===== src/rtl/sdcm_pkg.sv =====
// sdcm_pkg: shared constants for the SD-card SPI port.
//   - register addresses (DATA / CTRL-STATUS)
//   - bit positions inside the status byte
//   - idle levels of the SPI pins
//   - helper that packs the status byte
package sdcm_pkg;

  localparam logic ADDR_DATA = 1'b0;
  localparam logic ADDR_CTRL = 1'b1;

  localparam int STATUS_BUSY_BIT = 0;
  localparam int STATUS_CS_BIT   = 1;

  localparam logic SPI_SCLK_IDLE = 1'b0;
  localparam logic SPI_MOSI_IDLE = 1'b1;
  localparam logic SPI_CS_N_IDLE = 1'b1;

  // Status byte: all bits zero except busy and cs_assert.
  function automatic logic [7:0] make_status(input logic cs_assert, input logic busy);
    logic [7:0] s;
    s = 8'h00;
    s[STATUS_BUSY_BIT] = busy;
    s[STATUS_CS_BIT]   = cs_assert;
    return s;
  endfunction

endpackage


===== src/rtl/sdcm_spi_shifter.sv =====
// sdcm_spi_shifter: SPI mode-0 byte engine (MSB first, sclk idle low).
// Macro SDCM_LOOPBACK_EN: when defined, the receive shifter samples the
// internal mosi line instead of spi_miso_i.
// Ports:
//   clk, reset      system clock, synchronous active-high reset
//   start_i         begin a transfer of tx_data_i (ignored while busy)
//   tx_data_i [7:0] byte to transmit
//   spi_miso_i      serial data in
//   busy_o          transfer in progress
//   rx_data_o [7:0] last completed received byte
//   spi_sclk_o      SPI clock
//   spi_mosi_o      SPI data out
module sdcm_spi_shifter
  import sdcm_pkg::*;
#(
  parameter int CLK_DIV = 2
) (
  input  logic       clk,
  input  logic       reset,
  input  logic       start_i,
  input  logic [7:0] tx_data_i,
  input  logic       spi_miso_i,
  output logic       busy_o,
  output logic [7:0] rx_data_o,
  output logic       spi_sclk_o,
  output logic       spi_mosi_o
);

  localparam logic [7:0] DIV_LAST = 8'(CLK_DIV - 1);

  logic       busy_q, busy_d;
  logic [7:0] div_q, div_d;
  logic [3:0] half_q, half_d;     // half-period index 0..15 within the byte
  logic       sclk_q, sclk_d;
  logic [7:0] tx_q, tx_d;
  logic [7:0] rx_shift_q, rx_shift_d;
  logic [7:0] rx_q, rx_d;
  logic       sample_bit;

  // mosi shows the current MSB of the TX shifter only while a byte is moving.
  assign spi_mosi_o = busy_q ? tx_q[7] : SPI_MOSI_IDLE;
  assign spi_sclk_o = sclk_q;
  assign busy_o     = busy_q;
  assign rx_data_o  = rx_q;

`ifdef SDCM_LOOPBACK_EN
  assign sample_bit = spi_mosi_o;
`else
  assign sample_bit = spi_miso_i;
`endif

  always_comb begin
    busy_d     = busy_q;
    div_d      = div_q;
    half_d     = half_q;
    sclk_d     = sclk_q;
    tx_d       = tx_q;
    rx_shift_d = rx_shift_q;
    rx_d       = rx_q;
    if (busy_q) begin
      if (div_q == DIV_LAST) begin
        div_d  = 8'd0;
        half_d = half_q + 4'd1;
        if (!sclk_q) begin
          // Low half done: rise sclk and capture the incoming bit.
          sclk_d     = 1'b1;
          rx_shift_d = {rx_shift_q[6:0], sample_bit};
        end else begin
          // High half done: fall sclk and present the next bit.
          sclk_d = 1'b0;
          tx_d   = {tx_q[6:0], 1'b1};
          if (half_q == 4'd15) begin
            busy_d = 1'b0;
            rx_d   = rx_shift_q;
          end
        end
      end else begin
        div_d = div_q + 8'd1;
      end
    end else if (start_i) begin
      busy_d = 1'b1;
      tx_d   = tx_data_i;
      div_d  = 8'd0;
      half_d = 4'd0;
      sclk_d = SPI_SCLK_IDLE;
    end
  end

  always_ff @(posedge clk) begin
    if (reset) begin
      busy_q     <= 1'b0;
      div_q      <= 8'd0;
      half_q     <= 4'd0;
      sclk_q     <= SPI_SCLK_IDLE;
      tx_q       <= 8'hFF;
      rx_shift_q <= 8'h00;
      rx_q       <= 8'h00;
    end else begin
      busy_q     <= busy_d;
      div_q      <= div_d;
      half_q     <= half_d;
      sclk_q     <= sclk_d;
      tx_q       <= tx_d;
      rx_shift_q <= rx_shift_d;
      rx_q       <= rx_d;
    end
  end

endmodule


===== src/rtl/port_sdcm.sv =====
// port_sdcm: two-register CPU port to an SD card over SPI.
// Macro SDCM_LOOPBACK_EN (see sdcm_spi_shifter) loops mosi back into RX.
// Ports:
//   clk, reset        system clock, synchronous active-high reset
//   enable            port select; gates reads and writes
//   addr              0 = DATA, 1 = CTRL/STATUS
//   w_strobe          write strobe
//   din [7:0]         write data
//   dout [7:0]        read data (combinational)
//   spi_sclk, spi_mosi, spi_miso, spi_cs_n   SD-card SPI pins
module port_sdcm
  import sdcm_pkg::*;
#(
  parameter int CLK_DIV = 2
) (
  input  logic       clk,
  input  logic       reset,
  input  logic       enable,
  input  logic       addr,
  input  logic       w_strobe,
  input  logic [7:0] din,
  output logic [7:0] dout,
  output logic       spi_sclk,
  output logic       spi_mosi,
  input  logic       spi_miso,
  output logic       spi_cs_n
);

  logic       cs_q, cs_d;
  logic       busy;
  logic [7:0] rx_data;
  logic       wr_en;
  logic       data_start;

  assign wr_en      = enable && w_strobe;
  // Uses the registered busy, so a write on the cycle busy falls is dropped.
  assign data_start = wr_en && (addr == ADDR_DATA) && !busy;

  always_comb begin
    cs_d = cs_q;
    if (wr_en && (addr == ADDR_CTRL)) cs_d = din[0];
  end

  always_ff @(posedge clk) begin
    if (reset) cs_q <= 1'b0;
    else       cs_q <= cs_d;
  end

  assign spi_cs_n = ~cs_q;

  always_comb begin
    dout = 8'h00;
    if (enable) dout = (addr == ADDR_CTRL) ? make_status(cs_q, busy) : rx_data;
  end

  sdcm_spi_shifter #(.CLK_DIV(CLK_DIV)) u_shifter (
    .clk        (clk),
    .reset      (reset),
    .start_i    (data_start),
    .tx_data_i  (din),
    .spi_miso_i (spi_miso),
    .busy_o     (busy),
    .rx_data_o  (rx_data),
    .spi_sclk_o (spi_sclk),
    .spi_mosi_o (spi_mosi)
  );

endmodule


===== config.mk =====
export PLATFORM = sky130hd
export DESIGN_NAME = port_sdcm
export DESIGN_NICKNAME = d
export VERILOG_FILES = /design/src/rtl/sdcm_pkg.sv /design/src/rtl/sdcm_spi_shifter.sv /design/src/rtl/port_sdcm.sv
export SDC_FILE = /design/constraint.sdc
export NUM_CORES = 1
export LEC_CHECK = 0
export ABC_AREA = 1
export CAP_MARGIN = 20
export CORE_UTILIZATION = 50
export DETAILED_ROUTE_END_ITERATION = 6
export GPL_ROUTABILITY_DRIVEN = 0
export PLACE_DENSITY = 0.84
export SYNTH_ARGS = -nofsm -noshare
export SYNTH_HDL_FRONTEND = slang
export SYNTH_SLANG_ARGS = --single-unit

===== constraint.sdc =====
create_clock -name clk -period 3.45 [get_ports clk]
set_clock_uncertainty 0.05 [all_clocks]
set_input_delay 0.69 -clock clk [delete_from_list [all_inputs] [get_ports clk]]
set_output_delay 0.69 -clock clk [all_outputs]
set_load 0.02 [all_outputs]

==> flow_summary_export.csv, run 1 <==
group,metric,value,unit
critical_path,endpoint,"dout[0]",
critical_path,crit_path_start,"enable",
clock_tree,clk_pin_slew,0.09,ns
clock_tree,root_buffer,"clkbuf_8",
layout,diodes,0,
power_and_ir_drop,ir_worst_vdd,0.000235,V
drt,firstDrtPassIters,4,
power_and_ir_drop,clockPowerShare,0.452,
critical_path,path_buf_inv,2,
layout,final_cell_mix,"nand2_1 (82), dfxtp_1 (39), nor2_1 (33)",
layout,finish.instance_area,0.00236,mm2
power_and_ir_drop,switching_power,0.000225,W
synthesis,syn_nets,311,
placement,dp_hpwl,2.87,mm
clock_tree,cts_buffer_depth,2,
global_route,grt_pass1_wl,7.27,mm
synthesis,ys_ff_latch,39,
critical_path,reg2reg_slack,1.72,ns
synthesis,syn_area,0.00199,mm2
synthesis,synthCells,294,
sta,whs,0.415,ns
synthesis,seq_area_frac_synth,0.392,
sta,finalMaxSlewViolations,0,
die,core_area,0.00374,mm2
global_route,grt_pass1_vias,1677,
sta,relSlewSlack,0.554,
job,cap_violations,0,
clock_tree,cts_setup_buffers,0,
synthesis,ys_top_cells_by_area,"dfxtp_1 (39%), nand2_1 (15%), nand3_1 (7.8%), nor2_1 (6.2%), a21oi_1 (6.0%)",
clock_tree,htreeDepth,2,
synthesis,avgSynthCellArea,6.77,um2
layout,synthToLayoutAreaGrowth,18.5,%
critical_path,slowest_stage,"clkdlybuf4s50_1",
power_and_ir_drop,power_frac_comb,0.087,
clock_tree,clkSinkCount,39,
sta,setup_viol,0,
placement,port_buffers,24,
die,row_count,22,
clock_tree,cts_inserted_buffers,5,
power_and_ir_drop,p_leak,0.973,nW
die,initial_utilization,0.531,
critical_path,crit_required,2.71,ns
power_and_ir_drop,p_per_area,427,mW/mm2
critical_path,cp_common_cell,"clkdlybuf4s50_1",
power_and_ir_drop,intPower,0.000783,W
global_route,grt-ovfl-total,0,
synthesis,synth-edff-count,0,
synthesis,synth_cell_types,22,
critical_path,rr_endpoint,"u_shifter.rx_data_o[5]",
clock_tree,cts_tree,"built",
critical_path,path_cells,"clkdlybuf4s50_1 > o21ai_0 > a21oi_1 > clkdlybuf4s50_1",
die,die_y,65.1,um
layout,fillers,367,
global_route,antenna_found_initial,0,
critical_path,cp_data_arrival_time,2.27,ns
drt,routedWlPerCell,11.7,um
sta,hold_viol_final,0,
sta,min_period,3.01,ns
die,dieArea,0.00423,mm2
critical_path,cp-end-kind,"output port",
synthesis,synth-main-ff-cell,"dfxtp_1",
drt,drcViolationCount,0,
layout,final_common_cell,"nand2_1",
synthesis,ys_warn_count,0,
drt,drtIter0Drc,199,
worst_hold_path,worstHoldStart,"u_shifter.rx_data_o[2]",
sta,final.period_utilization,0.873,
drt,via_per_inst,5.16,
worst_hold_path,hp-class,"reg2reg",
critical_path,r2r_start,"u_shifter.div_q[0]",
critical_path,crit_fanout,11,
global_route,grt_usage,0.220,
synthesis,async_flop_share,0,
drt,ant_nets,0,
die,die_w,65.1,um
sta,clock.fmax,332,MHz
sta,tns,0,ns
critical_path,critical_path.top_delay_family,"buffers and inverters",
critical_path,startpoint_type,"primary input",
placement,placed_cell_area,0.00222,mm2
critical_path,reg2reg_depth,6,
sta,rsz0062_at_grt,"no",
drt,drt_wl_total,4.27,mm
status,outcome,"finished, final reports clean",
clock_tree,clock_latency,0.30,ns
critical_path,max_stage_delay,0.68,ns
critical_path,criticalPathCategory,"in2out",
drt,num_vias,1877,
clock_tree,cts_resized,0,
layout,nets,332,
clock_tree,ctsHoldBuffers,0,
power_and_ir_drop,swShare,0.223,
synthesis,yosys.area.top_type_share,0.392,
global_route,grt_max_degree,23,
die,ios,25,
power_and_ir_drop,p_seq_frac,0.460,
sta,worst_slew_pin_slew,0.669,ns
critical_path,cp.depth,4,
synthesis,yosysTopAreaCell,"dfxtp_1",
layout,drive_gt1_frac,0.0696,
==> worst reg2reg max path: cells and delay by family, from the launching register on <==
family                   cells  cell delay, ns
adder cells (fa/ha/maj)      1            0.19
AND/OR/NAND/NOR              4            0.90
AO/OA/AOI/OAI                1            0.09
flip-flops                   1            0.39
==> sequential cells by signal, summed over array words and instances, names as in the netlist <==
name                  flops
u_shifter.rx_shift_q      8
cs_q                      1
u_shifter.div_q           8
u_shifter.spi_sclk_o      1
u_shifter.tx_q            8
u_shifter.rx_data_o       8
u_shifter.busy_o          1
u_shifter.half_q          4
==> per-layer routing <==
metal	routed length, um	share of wire	GRT usage	vias to the layer above
met5	0	0	0	-
met3	234	0.055	0.0370	6
met1	2000	0.47	0.280	827
li1	-	-	-	991
met2	1990	0.46	0.374	53
met4	51	0.012	0.0761	0
==> final cells by class <==
cell class / instances / area (um2) / area share
Clock buffer: 5 / 68.8 / 0.0292
Clock inverter: 3 / 67.6 / 0.0287
Inverter: 30 / 113 / 0.0478
Multi-Input combinational cell: 213 / 1010 / 0.429
Sequential cell: 39 / 781 / 0.331
Tap cell: 48 / 60.1 / 0.0255
Timing Repair Buffer: 26 / 255 / 0.108
==> synth_stat cells, types with 2 or more instances <==
master and number:
ha_1 3, nand3_1 31, nor2_2 2, nand2_1 82, nand3_4 2, buf_6 3, o21ai_0 9, or2_2 2
nor2_1 33, buf_2 5, nand2_2 4, nand4_1 18, inv_1 28, dfxtp_1 39, clkbuf_1 3, a21oi_1 24
==> kinds of logic after synthesis <==
group                      Yosys count  synth area share
AOI/OAI and AO/OA                   34            0.0855
xor gates and xnor gates             1           0.00440
adders and majority gates            3            0.0189
and+or+nand+nor                    175             0.400
buffers and inverters               42            0.0987
DFF                                 39             0.392
==> how the worst min path moves through the flow <==
| stage | endpoint | depth (start not counted) |
|---|---|---|
| after floorplan | u_shifter.rx_data_o[0] | 2 |
| after global placement | u_shifter.rx_data_o[0] | 2 |
| after detailed placement | u_shifter.rx_data_o[6] | 2 |
| after CTS | u_shifter.rx_data_o[2] | 2 |
| after global routing | u_shifter.rx_data_o[2] | 2 |
| final | u_shifter.rx_data_o[2] | 2 |
==> power groups by stage <==
stage	Combinational [W]	Clock, W	Sequential [W]
after floorplan	0.0000617	0	0.000473
after global placement	0.0000872	0	0.000474
after detailed placement	0.0000886	0	0.000474
after CTS	0.0000893	0.000462	0.000463
after global routing	0.0000980	0.000481	0.000465
final	0.0000882	0.000456	0.000464
==> through the flow <==
stage,instances,power (W),worst slack [ns],utilization
after floorplan,294,0.000535,1.32,-
after global placement,356,0.000561,0.457,0.593
after detailed placement,356,0.000563,0.438,0.593
after CTS,364,0.00101,0.432,0.630
after global routing,364,0.00104,0.328,0.630
final,364,0.00101,0.437,0.630
(Power assumes the default switching activity.)
==> inputs of run 2 (changes only) <==
--- a/config.mk
+++ b/config.mk
@@ -8,6 +8,7 @@
 export ABC_AREA = 1
 export CAP_MARGIN = 20
 export CORE_UTILIZATION = 50
+export CTS_CLUSTER_DIAMETER = 200
 export DETAILED_ROUTE_END_ITERATION = 6
 export GPL_ROUTABILITY_DRIVEN = 0
 export PLACE_DENSITY = 0.84
==> results of run 2 <==
Final layout, timing and power as in run 1 (identical DEF).
